**src/rtl/bus_rr_arbiter_if.sv**
```systemverilog
// Bus-side signal bundle for bus_rr_arbiter.
// slave modport: arbiter view. master modport: request/select driver view.
interface bus_rr_arbiter_if;
  logic       m1_request;
  logic       m2_request;
  logic       m1_slave_select;
  logic       m2_slave_select;
  logic       slave_done;
  logic       m1_grant;
  logic       m2_grant;
  logic       busy;
  logic [1:0] slave_grant;
  logic [1:0] bus_grant;
  logic       timeout;

  modport master (
    output m1_request, m2_request, m1_slave_select, m2_slave_select, slave_done,
    input  m1_grant, m2_grant, busy, slave_grant, bus_grant, timeout
  );

  modport slave (
    input  m1_request, m2_request, m1_slave_select, m2_slave_select, slave_done,
    output m1_grant, m2_grant, busy, slave_grant, bus_grant, timeout
  );
endinterface

```
**src/rtl/bus_rr_arbiter.sv**
```systemverilog
// Two-master round-robin bus arbiter with serial slave-address capture.
// Define BUS_ARB_TIMEOUT_EN to include the ACTIVE-state watchdog and timeout pulse.
module bus_rr_arbiter #(
  parameter int unsigned TIMEOUT_CYCLES = 64
) (
  input logic            clk,
  input logic            reset,
  bus_rr_arbiter_if.slave bus
);

  typedef enum logic [1:0] {IDLE, ADDR, ACTIVE, RELEASE} state_t;

  if (TIMEOUT_CYCLES < 2 || TIMEOUT_CYCLES > 65535) begin : g_bad_timeout
    $error("bus_rr_arbiter: TIMEOUT_CYCLES must be within 2..65535");
  end

  state_t     state, state_d;
  logic       last_owner, last_owner_d;   // 0 = master 1, 1 = master 2
  logic [1:0] bit_cnt, bit_cnt_d;         // 0 = await start, 1 = bit0, 2 = bit1
  logic       addr_lo, addr_lo_d;
  logic       m1_grant_q, m1_grant_d;
  logic       m2_grant_q, m2_grant_d;
  logic       busy_q, busy_d;
  logic [1:0] slave_grant_q, slave_grant_d;
  logic [1:0] bus_grant_q, bus_grant_d;
  logic       timeout_q, timeout_d;
  logic       owner_req_c;
  logic       owner_sel_c;
  logic       wd_expire_c;

`ifdef BUS_ARB_TIMEOUT_EN
  localparam int unsigned WD_W = $clog2(TIMEOUT_CYCLES);
  localparam logic [WD_W-1:0] WD_LAST = WD_W'(TIMEOUT_CYCLES - 1);
  logic [WD_W-1:0] wd_cnt, wd_cnt_d;
  assign wd_expire_c = (wd_cnt == WD_LAST);
`else
  assign wd_expire_c = 1'b0;
`endif

  // Only the current owner's request and address line matter once granted.
  assign owner_req_c = last_owner ? bus.m2_request      : bus.m1_request;
  assign owner_sel_c = last_owner ? bus.m2_slave_select : bus.m1_slave_select;

  always_comb begin
    state_d       = state;
    last_owner_d  = last_owner;
    bit_cnt_d     = bit_cnt;
    addr_lo_d     = addr_lo;
    m1_grant_d    = m1_grant_q;
    m2_grant_d    = m2_grant_q;
    busy_d        = busy_q;
    slave_grant_d = slave_grant_q;
    bus_grant_d   = bus_grant_q;
    timeout_d     = 1'b0;
`ifdef BUS_ARB_TIMEOUT_EN
    wd_cnt_d      = wd_cnt;
`endif
    unique case (state)
      IDLE: begin
        if (bus.m1_request && (!bus.m2_request || last_owner)) begin
          state_d      = ADDR;
          last_owner_d = 1'b0;
          m1_grant_d   = 1'b1;
          bus_grant_d  = 2'b01;
          busy_d       = 1'b1;
          bit_cnt_d    = 2'd0;
        end else if (bus.m2_request) begin
          state_d      = ADDR;
          last_owner_d = 1'b1;
          m2_grant_d   = 1'b1;
          bus_grant_d  = 2'b10;
          busy_d       = 1'b1;
          bit_cnt_d    = 2'd0;
        end
      end
      ADDR: begin
        if (!owner_req_c) begin
          state_d = RELEASE;
        end else begin
          unique case (bit_cnt)
            2'd0: if (owner_sel_c) bit_cnt_d = 2'd1;
            2'd1: begin
              addr_lo_d = owner_sel_c;
              bit_cnt_d = 2'd2;
            end
            default: begin
              slave_grant_d = {owner_sel_c, addr_lo};
              bit_cnt_d     = 2'd0;
              state_d       = ACTIVE;
`ifdef BUS_ARB_TIMEOUT_EN
              wd_cnt_d      = '0;
`endif
            end
          endcase
        end
      end
      ACTIVE: begin
        // slave_done outranks request drop, which outranks the watchdog.
        if (bus.slave_done || !owner_req_c) begin
          state_d = RELEASE;
        end else if (wd_expire_c) begin
          state_d   = RELEASE;
          timeout_d = 1'b1;
        end
`ifdef BUS_ARB_TIMEOUT_EN
        else begin
          wd_cnt_d = wd_cnt + WD_W'(1);
        end
`endif
      end
      RELEASE: state_d = IDLE;
    endcase

    if (state_d == RELEASE) begin
      m1_grant_d  = 1'b0;
      m2_grant_d  = 1'b0;
      busy_d      = 1'b0;
      bus_grant_d = 2'b00;
    end
  end

  always_ff @(posedge clk or negedge reset) begin
    if (!reset) begin
      state         <= IDLE;
      last_owner    <= 1'b1;
      bit_cnt       <= 2'd0;
      addr_lo       <= 1'b0;
      m1_grant_q    <= 1'b0;
      m2_grant_q    <= 1'b0;
      busy_q        <= 1'b0;
      slave_grant_q <= 2'b00;
      bus_grant_q   <= 2'b00;
      timeout_q     <= 1'b0;
`ifdef BUS_ARB_TIMEOUT_EN
      wd_cnt        <= '0;
`endif
    end else begin
      state         <= state_d;
      last_owner    <= last_owner_d;
      bit_cnt       <= bit_cnt_d;
      addr_lo       <= addr_lo_d;
      m1_grant_q    <= m1_grant_d;
      m2_grant_q    <= m2_grant_d;
      busy_q        <= busy_d;
      slave_grant_q <= slave_grant_d;
      bus_grant_q   <= bus_grant_d;
      timeout_q     <= timeout_d;
`ifdef BUS_ARB_TIMEOUT_EN
      wd_cnt        <= wd_cnt_d;
`endif
    end
  end

  assign bus.m1_grant    = m1_grant_q;
  assign bus.m2_grant    = m2_grant_q;
  assign bus.busy        = busy_q;
  assign bus.slave_grant = slave_grant_q;
  assign bus.bus_grant   = bus_grant_q;
  assign bus.timeout     = timeout_q;

endmodule

```
**src/flat_wrapper.sv**
```systemverilog
// flat-port wrapper written by rule: the top's interface ports become plain ports
module bus_rr_arbiter_flat 
#(
  parameter int unsigned TIMEOUT_CYCLES = 64
)
  (clk, reset, bus_m1_request, bus_m2_request, bus_m1_slave_select, bus_m2_slave_select, bus_slave_done, bus_m1_grant, bus_m2_grant, bus_busy, bus_slave_grant, bus_bus_grant, bus_timeout);
  bus_rr_arbiter_if bus_i ();
  input logic clk;
  input logic reset;
  input wire logic [$bits(bus_i.m1_request)-1:0] bus_m1_request;
  input wire logic [$bits(bus_i.m2_request)-1:0] bus_m2_request;
  input wire logic [$bits(bus_i.m1_slave_select)-1:0] bus_m1_slave_select;
  input wire logic [$bits(bus_i.m2_slave_select)-1:0] bus_m2_slave_select;
  input wire logic [$bits(bus_i.slave_done)-1:0] bus_slave_done;
  output wire logic [$bits(bus_i.m1_grant)-1:0] bus_m1_grant;
  output wire logic [$bits(bus_i.m2_grant)-1:0] bus_m2_grant;
  output wire logic [$bits(bus_i.busy)-1:0] bus_busy;
  output wire logic [$bits(bus_i.slave_grant)-1:0] bus_slave_grant;
  output wire logic [$bits(bus_i.bus_grant)-1:0] bus_bus_grant;
  output wire logic [$bits(bus_i.timeout)-1:0] bus_timeout;
  assign bus_i.m1_request = bus_m1_request;
  assign bus_i.m2_request = bus_m2_request;
  assign bus_i.m1_slave_select = bus_m1_slave_select;
  assign bus_i.m2_slave_select = bus_m2_slave_select;
  assign bus_i.slave_done = bus_slave_done;
  assign bus_m1_grant = bus_i.m1_grant;
  assign bus_m2_grant = bus_i.m2_grant;
  assign bus_busy = bus_i.busy;
  assign bus_slave_grant = bus_i.slave_grant;
  assign bus_bus_grant = bus_i.bus_grant;
  assign bus_timeout = bus_i.timeout;
  bus_rr_arbiter #(.TIMEOUT_CYCLES(TIMEOUT_CYCLES)) u_core (.clk(clk), .reset(reset), .bus(bus_i));
endmodule
```
**config.mk**
```make
export PLATFORM = sky130hd
export DESIGN_NAME = bus_rr_arbiter_flat
export DESIGN_NICKNAME = d
export VERILOG_FILES = /design/src/rtl/bus_rr_arbiter_if.sv /design/src/rtl/bus_rr_arbiter.sv /design/src/flat_wrapper.sv
export SDC_FILE = /design/constraint.sdc
export NUM_CORES = 1
export LEC_CHECK = 0
export BUFFER_PORTS_ARGS = -buffer_cell sky130_fd_sc_hd__buf_2
export CORE_MARGIN = 2
export CORE_UTILIZATION = 50
export DETAILED_ROUTE_END_ITERATION = 8
export GPL_TIMING_DRIVEN = 1
export HOLD_SLACK_MARGIN = 0.08
export PLACE_DENSITY = 0.82
export SYNTH_ARGS = -nofsm -noshare
export SYNTH_HDL_FRONTEND = slang
export SYNTH_SLANG_ARGS = --single-unit
export TNS_END_PERCENT = 5
```
**constraint.sdc**
```tcl
create_clock -name clk -period 2 [get_ports clk]
set_clock_uncertainty 0.05 [all_clocks]
set_input_delay 0.4 -clock clk [delete_from_list [all_inputs] [get_ports clk]]
set_output_delay 0.4 -clock clk [all_outputs]
set_load 0.005 [all_outputs]
```
==> impl_metrics.py, run 1 <==
metrics = {
    "global_routing": {
        "grt_pass1_wl_um": 2120,
        "grt_overflow": 0,
        "grt_max_degree": 14,
        "grt_usage": 0.202,
        "grt_pass1_vias": 505,
        "antenna_found_initial": 0,
    },
    "floorplan": {
        "pin_count": 15,
        "fp-row-count": 13,
        "dieArea_um2": 1660,
        "core_um2": 1280,
        "start_util": 0.526,
        "chipWidth_um": 40.8,
        "die_h_um": 40.8,
    },
    "yosys": {
        "synthesis.nets": 72,
        "synthCells": 65,
        "synthTopCellsByArea": "dfrtp_1 44%, nor2_1 6.1%, mux2_2 5.0%, dfstp_2 3.9%, nor4b_4 3.5%",
        "synth_largest_area_cell": "dfrtp_1",
        "yosys_most_used_dff": "dfrtp_1",
        "synth_xor_area_frac": 0,
        "yosysUniqueCellTypes": 27,
        "synthTopCellsByCount": "12 x dfrtp_1, 11 x nor2_1, 4 x a21oi_1, 4 x nand2_1",
        "synth_compound_area_frac": 0.170,
        "synth_enable_flop_cells": 0,
        "avgSynthCellArea_um2": 10.4,
        "yosys_warnings": 0,
        "synth_top_family_by_area": "simple AND/OR/NAND/NOR gates",
        "synth.mux.area_fraction": 0.100,
        "synth_area_um2": 676,
        "synthAdderAreaFrac": 0,
        "ys_ff_latch": 13,
        "ys_seq_area_frac": 0.483,
        "synth-async-reset-ratio": 1.00,
        "synth-simple-area-share": 0.181,
        "synth.most_common_cell": "dfrtp_1",
        "synth_top_cell_area_share": 0.444,
    },
    "setup_path": {
        "crit_family": "flip-flops",
        "reg2reg_to": "u_core.bus.busy",
        "crit_type": "register to register",
        "reg2regPathDepth": 4,
        "cp_num_cells": 4,
        "timing.rr.start": "u_core.last_owner",
        "ff2ff_setup_slack_ps": 220,
        "crit_path_frequent_cell": "nor2_1",
        "crit_required_ps": 2110,
        "end_kind": "register",
        "crit_buf_inv": 0,
        "crit_end": "u_core.bus.busy",
        "max_stage_delay_ps": 620,
        "cp-start-kind": "register",
        "critPathLaunch": "u_core.last_owner",
        "cp.arrival_ps": 1880,
        "critical_path_peak_fanout": 8,
        "cpMaxStageDelayCell": "dfstp_2",
        "worstPathCellList": "mux2i_4 > nor2_1 > o22ai_1 > nor2_1",
    },
    "final_layout": {
        "diodes": 0,
        "final_area_um2": 774,
        "multiInputGateArea_um2": 309,
        "seqCellArea_um2": 327,
        "final_nets": 88,
        "fillers": 112,
        "synthToLayoutAreaGrowth_pct": 14.6,
        "layout-drive-gt1-share": 0.300,
    },
    "timing": {
        "slew_violations": 0,
        "setup_viol": 0,
        "fin_crit_ps": 1780,
        "period_share": 0.889,
        "timing.fmax_mhz": 562,
        "hold_ws_ps": 339,
        "rsz0062_at_grt": "no",
        "setup_tns_ps": 0,
        "hold_viol_final": 0,
    },
    "status": {
        "status": "finished clean",
    },
    "route": {
        "viasPerCell": 5.60,
        "routed_wl_um": 1290,
        "first_pass_iters": 4,
        "drc": 0,
        "final_antenna_net_count": 0,
        "drt_iter0_drc": 26,
        "route.vias.total": 532,
        "wl_per_cell_um": 13.6,
    },
    "clock_network": {
        "clock-root-buffer": "clkbuf_4",
        "numCtsBuffers": 3,
        "htree_levels": 1,
        "clockBufferDepth": 2,
        "cts_tree": "done",
        "cts_sinks": 13,
        "clock_latency_ps": 280,
        "clk_pin_slew_ps": 80,
    },
    "run": {
        "cap_viol_max_count": 0,
    },
    "placed_design": {
        "hpwlAfterDp_um": 968,
        "routabilityCongestion": 0.779,
        "port_buffers": 13,
        "dpl-instance-area_um2": 738,
    },
    "worst_hold_path": {
        "hp-class": "primary input to register",
        "min_path_cells": 2,
    },
    "power": {
        "leakagePower_nw": 0.369,
        "p_per_area_nw_per_um2": 1520,
        "ir_worst_vdd_uv": 728,
    },
}
## area by class of cell
cell class	count	share of cell area
timing repair buffer	15	0.107
tap	15	0.0242
sequential	13	0.422
inverter	3	0.0145
multi-input combinational	45	0.399
clock buffer	4	0.0339
## cells in the final DEF, fill, tap and decap left out, types with 2 or more instances in the layout
| cell type | netlist | final |
|---|---|---|
| a21oi_1 | 4 | 4 |
| a31oi_1 | 2 | 2 |
| buf_2 | 2 | 13 |
| clkbuf_4 | 0 | 3 |
| dfrtp_1 | 12 | 12 |
| inv_1 | 3 | 3 |
| mux2_2 | 3 | 3 |
| nand2_1 | 4 | 4 |
| nand2b_1 | 3 | 3 |
| nor2_1 | 11 | 11 |
| o21ai_0 | 3 | 3 |
| o22ai_1 | 2 | 2 |
## what timing repair did
action	4_1_cts	5_1_grt
endpoints found under the hold margin	12	0
setup endpoints to repair	0	0
hold buffers	1	0
buffers inserted	0	0
gates resized for setup	0	0
## stage by stage
stage | instances | power [mW] | setup WS [ps] | util
detailed placement | 90 | 1.02 | 262 | 0.574
finish | 95 | 1.18 | 222 | 0.603
CTS | 95 | 1.18 | 242 | 0.603
global route | 95 | 1.28 | 145 | 0.603
global placement | 90 | 0.998 | 322 | 0.574
floorplan | 65 | 0.884 | 375 | -
## registers in the layout (all words and copies together), names as in the netlist
register                cells
u_core.bus.slave_grant      2
u_core.bus.m1_grant         1
u_core.bus.bus_grant        2
u_core.bus.busy             1
u_core.last_owner           1
u_core.state                2
u_core.bit_cnt              2
u_core.bus.m2_grant         1
u_core.addr_lo              1
## worst min path at each step
stage / start / end / slack [ps]
final: bus_m1_request / u_core.last_owner / 340
after global routing: bus_m1_request / u_core.last_owner / 340
after CTS: bus_m1_request / u_core.last_owner / 340
after detailed placement: reset / u_core.bus.bus_grant[0] / 250
after global placement: reset / u_core.bus.bus_grant[0] / 240
after floorplan: reset / u_core.addr_lo / 50
## metal layers
layer	routed length, um	global-route usage	vias to the layer above
met2	604	0.345	17
li1	-	-	260
met4	44	0.125	0
met3	58	0.0380	5
met5	0	0	-
met1	586	0.230	250
## where the power goes
part           switching, mW  total [mW]  internal (mW)
combinational          0.242       0.493          0.250
sequential             0.131       0.523          0.391
clock                 0.0881       0.166         0.0776
total                  0.462        1.18          0.719
## cell families (layout without fill, tap and decap cells)
family | Yosys count | after routing
multiplexers | 5 | 5
flip-flops | 13 | 13
buffers and inverters | 7 | 22
AO/OA/AOI/OAI | 17 | 17
other | 1 | 1
AND/OR/NAND/NOR | 22 | 22
## worst register-to-register path, delay by kind of cell (launching register included)
family           cells  cell delay, ps
AO/OA/AOI/OAI        1             330
multiplexers         1             420
AND/OR/NAND/NOR      2             230
flip-flops           1             620
No activity file was read; power rests on OpenSTA's default activity.
==> run 2: changes to the inputs <==
--- a/config.mk
+++ b/config.mk
@@ -7,11 +7,11 @@
 export LEC_CHECK = 0
 export BUFFER_PORTS_ARGS = -buffer_cell sky130_fd_sc_hd__buf_2
 export CORE_MARGIN = 2
-export CORE_UTILIZATION = 50
+export CORE_UTILIZATION = 45
 export DETAILED_ROUTE_END_ITERATION = 8
 export GPL_TIMING_DRIVEN = 1
 export HOLD_SLACK_MARGIN = 0.08
-export PLACE_DENSITY = 0.82
+export PLACE_DENSITY = 0.75
 export SYNTH_ARGS = -nofsm -noshare
 export SYNTH_HDL_FRONTEND = slang
 export SYNTH_SLANG_ARGS = --single-unit
==> impl_metrics.py, run 2 (synthesized netlist as in run 1, its figures left out) <==
metrics = {
    "setup_path": {
        "cp.arrival_ps": 1880,
        "reg2regPathDepth": 4,
        "crit_type": "register to register",
        "crit_path_frequent_cell": "nor2_1",
        "critical_path_peak_fanout": 8,
        "cpMaxStageDelayCell": "dfstp_2",
        "crit_required_ps": 2110,
        "end_kind": "register",
        "max_stage_delay_ps": 630,
        "ff2ff_setup_slack_ps": 230,
        "cp-start-kind": "register",
        "worstPathCellList": "mux2i_4 > nor2_1 > o22ai_1 > nor2_1",
    },
    "route": {
        "wl_met2_um": 486,
        "dr_wl_met3_um": 60,
        "wl_met1_um": 615,
        "dr.max_layer_used": "met4",
        "drt_iter0_drc": 17,
        "first_pass_iters": 4,
        "final_antenna_net_count": 0,
        "route.vias.total": 518,
        "routed_wl_um": 1200,
        "viasPerCell": 5.51,
        "wl_per_cell_um": 12.7,
        "drc": 0,
    },
    "floorplan": {
        "chipWidth_um": 42.8,
        "start_util": 0.500,
        "core_um2": 1350,
        "fp-row-count": 13,
        "dieArea_um2": 1830,
        "die_h_um": 42.8,
        "pin_count": 15,
    },
    "timing": {
        "setup_viol": 0,
        "hold_viol_final": 0,
        "fin_crit_ps": 1770,
        "slew_violations": 0,
        "setup_tns_ps": 0,
        "rsz0062_at_grt": "no",
        "period_share": 0.885,
        "timing.fmax_mhz": 565,
    },
    "placed_design": {
        "routabilityCongestion": 0.809,
        "dpl-instance-area_um2": 731,
        "dp.cells": 89,
        "hpwlAfterDp_um": 871,
        "port_buffers": 13,
    },
    "final_layout": {
        "seqCellArea_um2": 327,
        "multiInputGateArea_um2": 309,
        "final_nets": 87,
        "final_area_um2": 768,
        "layout-drive-gt1-share": 0.304,
        "most-common-layout-cells": "13 x buf_2, 12 x dfrtp_1, 11 x nor2_1",
        "final_common_cell": "buf_2",
        "finalNonFillerCells": 94,
        "post-route-util": 0.569,
        "synthToLayoutAreaGrowth_pct": 13.7,
        "diodes": 0,
        "fillers": 124,
    },
    "clock_network": {
        "ctsResizeCount": 0,
        "cts_tree": "done",
        "clock_latency_ps": 280,
        "htree_levels": 1,
        "numCtsBuffers": 3,
        "cts_sinks": 13,
        "clockBufferDepth": 2,
        "clock-root-buffer": "clkbuf_4",
        "clk_pin_slew_ps": 80,
    },
    "global_routing": {
        "antenna_found_initial": 0,
        "grt_pass1_wl_um": 1900,
        "grt_overflow": 0,
        "grt_usage": 0.145,
        "grt_pass1_vias": 429,
        "grt_max_degree": 14,
    },
    "status": {
        "status": "finished clean",
    },
    "worst_hold_path": {
        "min_path_cells": 2,
        "hp-class": "primary input to register",
    },
    "power": {
        "ir_worst_vdd_uv": 627,
        "power_mw": 1.16,
        "p_per_area_nw_per_um2": 1510,
        "leakagePower_nw": 0.366,
    },
    "run": {
        "cap_viol_max_count": 0,
    },
}
[run 2: where the power goes]
group | total, mW | switching, mW | internal [mW]
combinational | 0.477 | 0.237 | 0.240
clock | 0.168 | 0.0937 | 0.0743
sequential | 0.519 | 0.128 | 0.391
[run 2: metal layers]
metal / track usage / up-vias
li1: - / 255
met4: 0.0938 / 0
met5: 0 / -
met2: 0.188 / 16
met1: 0.209 / 241
met3: 0.0383 / 6
[run 2: repair_timing]
item / in CTS / in global routing
buffers inserted: 0 / 0
hold buffers: 1 / 0
hold endpoints to repair: 12 / 0
[run 2: path summary, 6_finish.rpt]
check / startpoint / end
setup / recovery: u_core.last_owner / u_core.bus.bus_grant[0]
hold / removal: bus_m1_request / u_core.last_owner
setup reg to reg: u_core.last_owner / u_core.bus.bus_grant[0]
hold reg to reg: u_core.addr_lo / u_core.addr_lo
max in group asynchronous: reset / u_core.last_owner
min in group asynchronous: reset / u_core.state[1]
[run 2: final cells by class]
class                           instances  area share
Clock inverter                          1     0.00651
Multi-Input combinational cell         45       0.402
Inverter                                3      0.0147
Clock buffer                            3      0.0293
Timing Repair Buffer                   14      0.0977
Sequential cell                        13       0.425
Tap cell                               15      0.0244
[run 2: per-stage QoR]
| step | hold slack (ps) | setup WS, ps |
|---|---|---|
| 2_1_floorplan | 54.4 | 375 |
| 3_3_place_gp | 247 | 315 |
| 3_5_place_dp | 253 | 257 |
| 4_1_cts | 334 | 242 |
| 5_1_grt | 347 | 159 |
| 6_report | 333 | 230 |
[run 2: worst max-delay path: cells and delay by family, from the launching register on]
family	cells	cell delay, ps
compound gates	1	350
flops	1	630
mux	1	410
simple gates	2	210
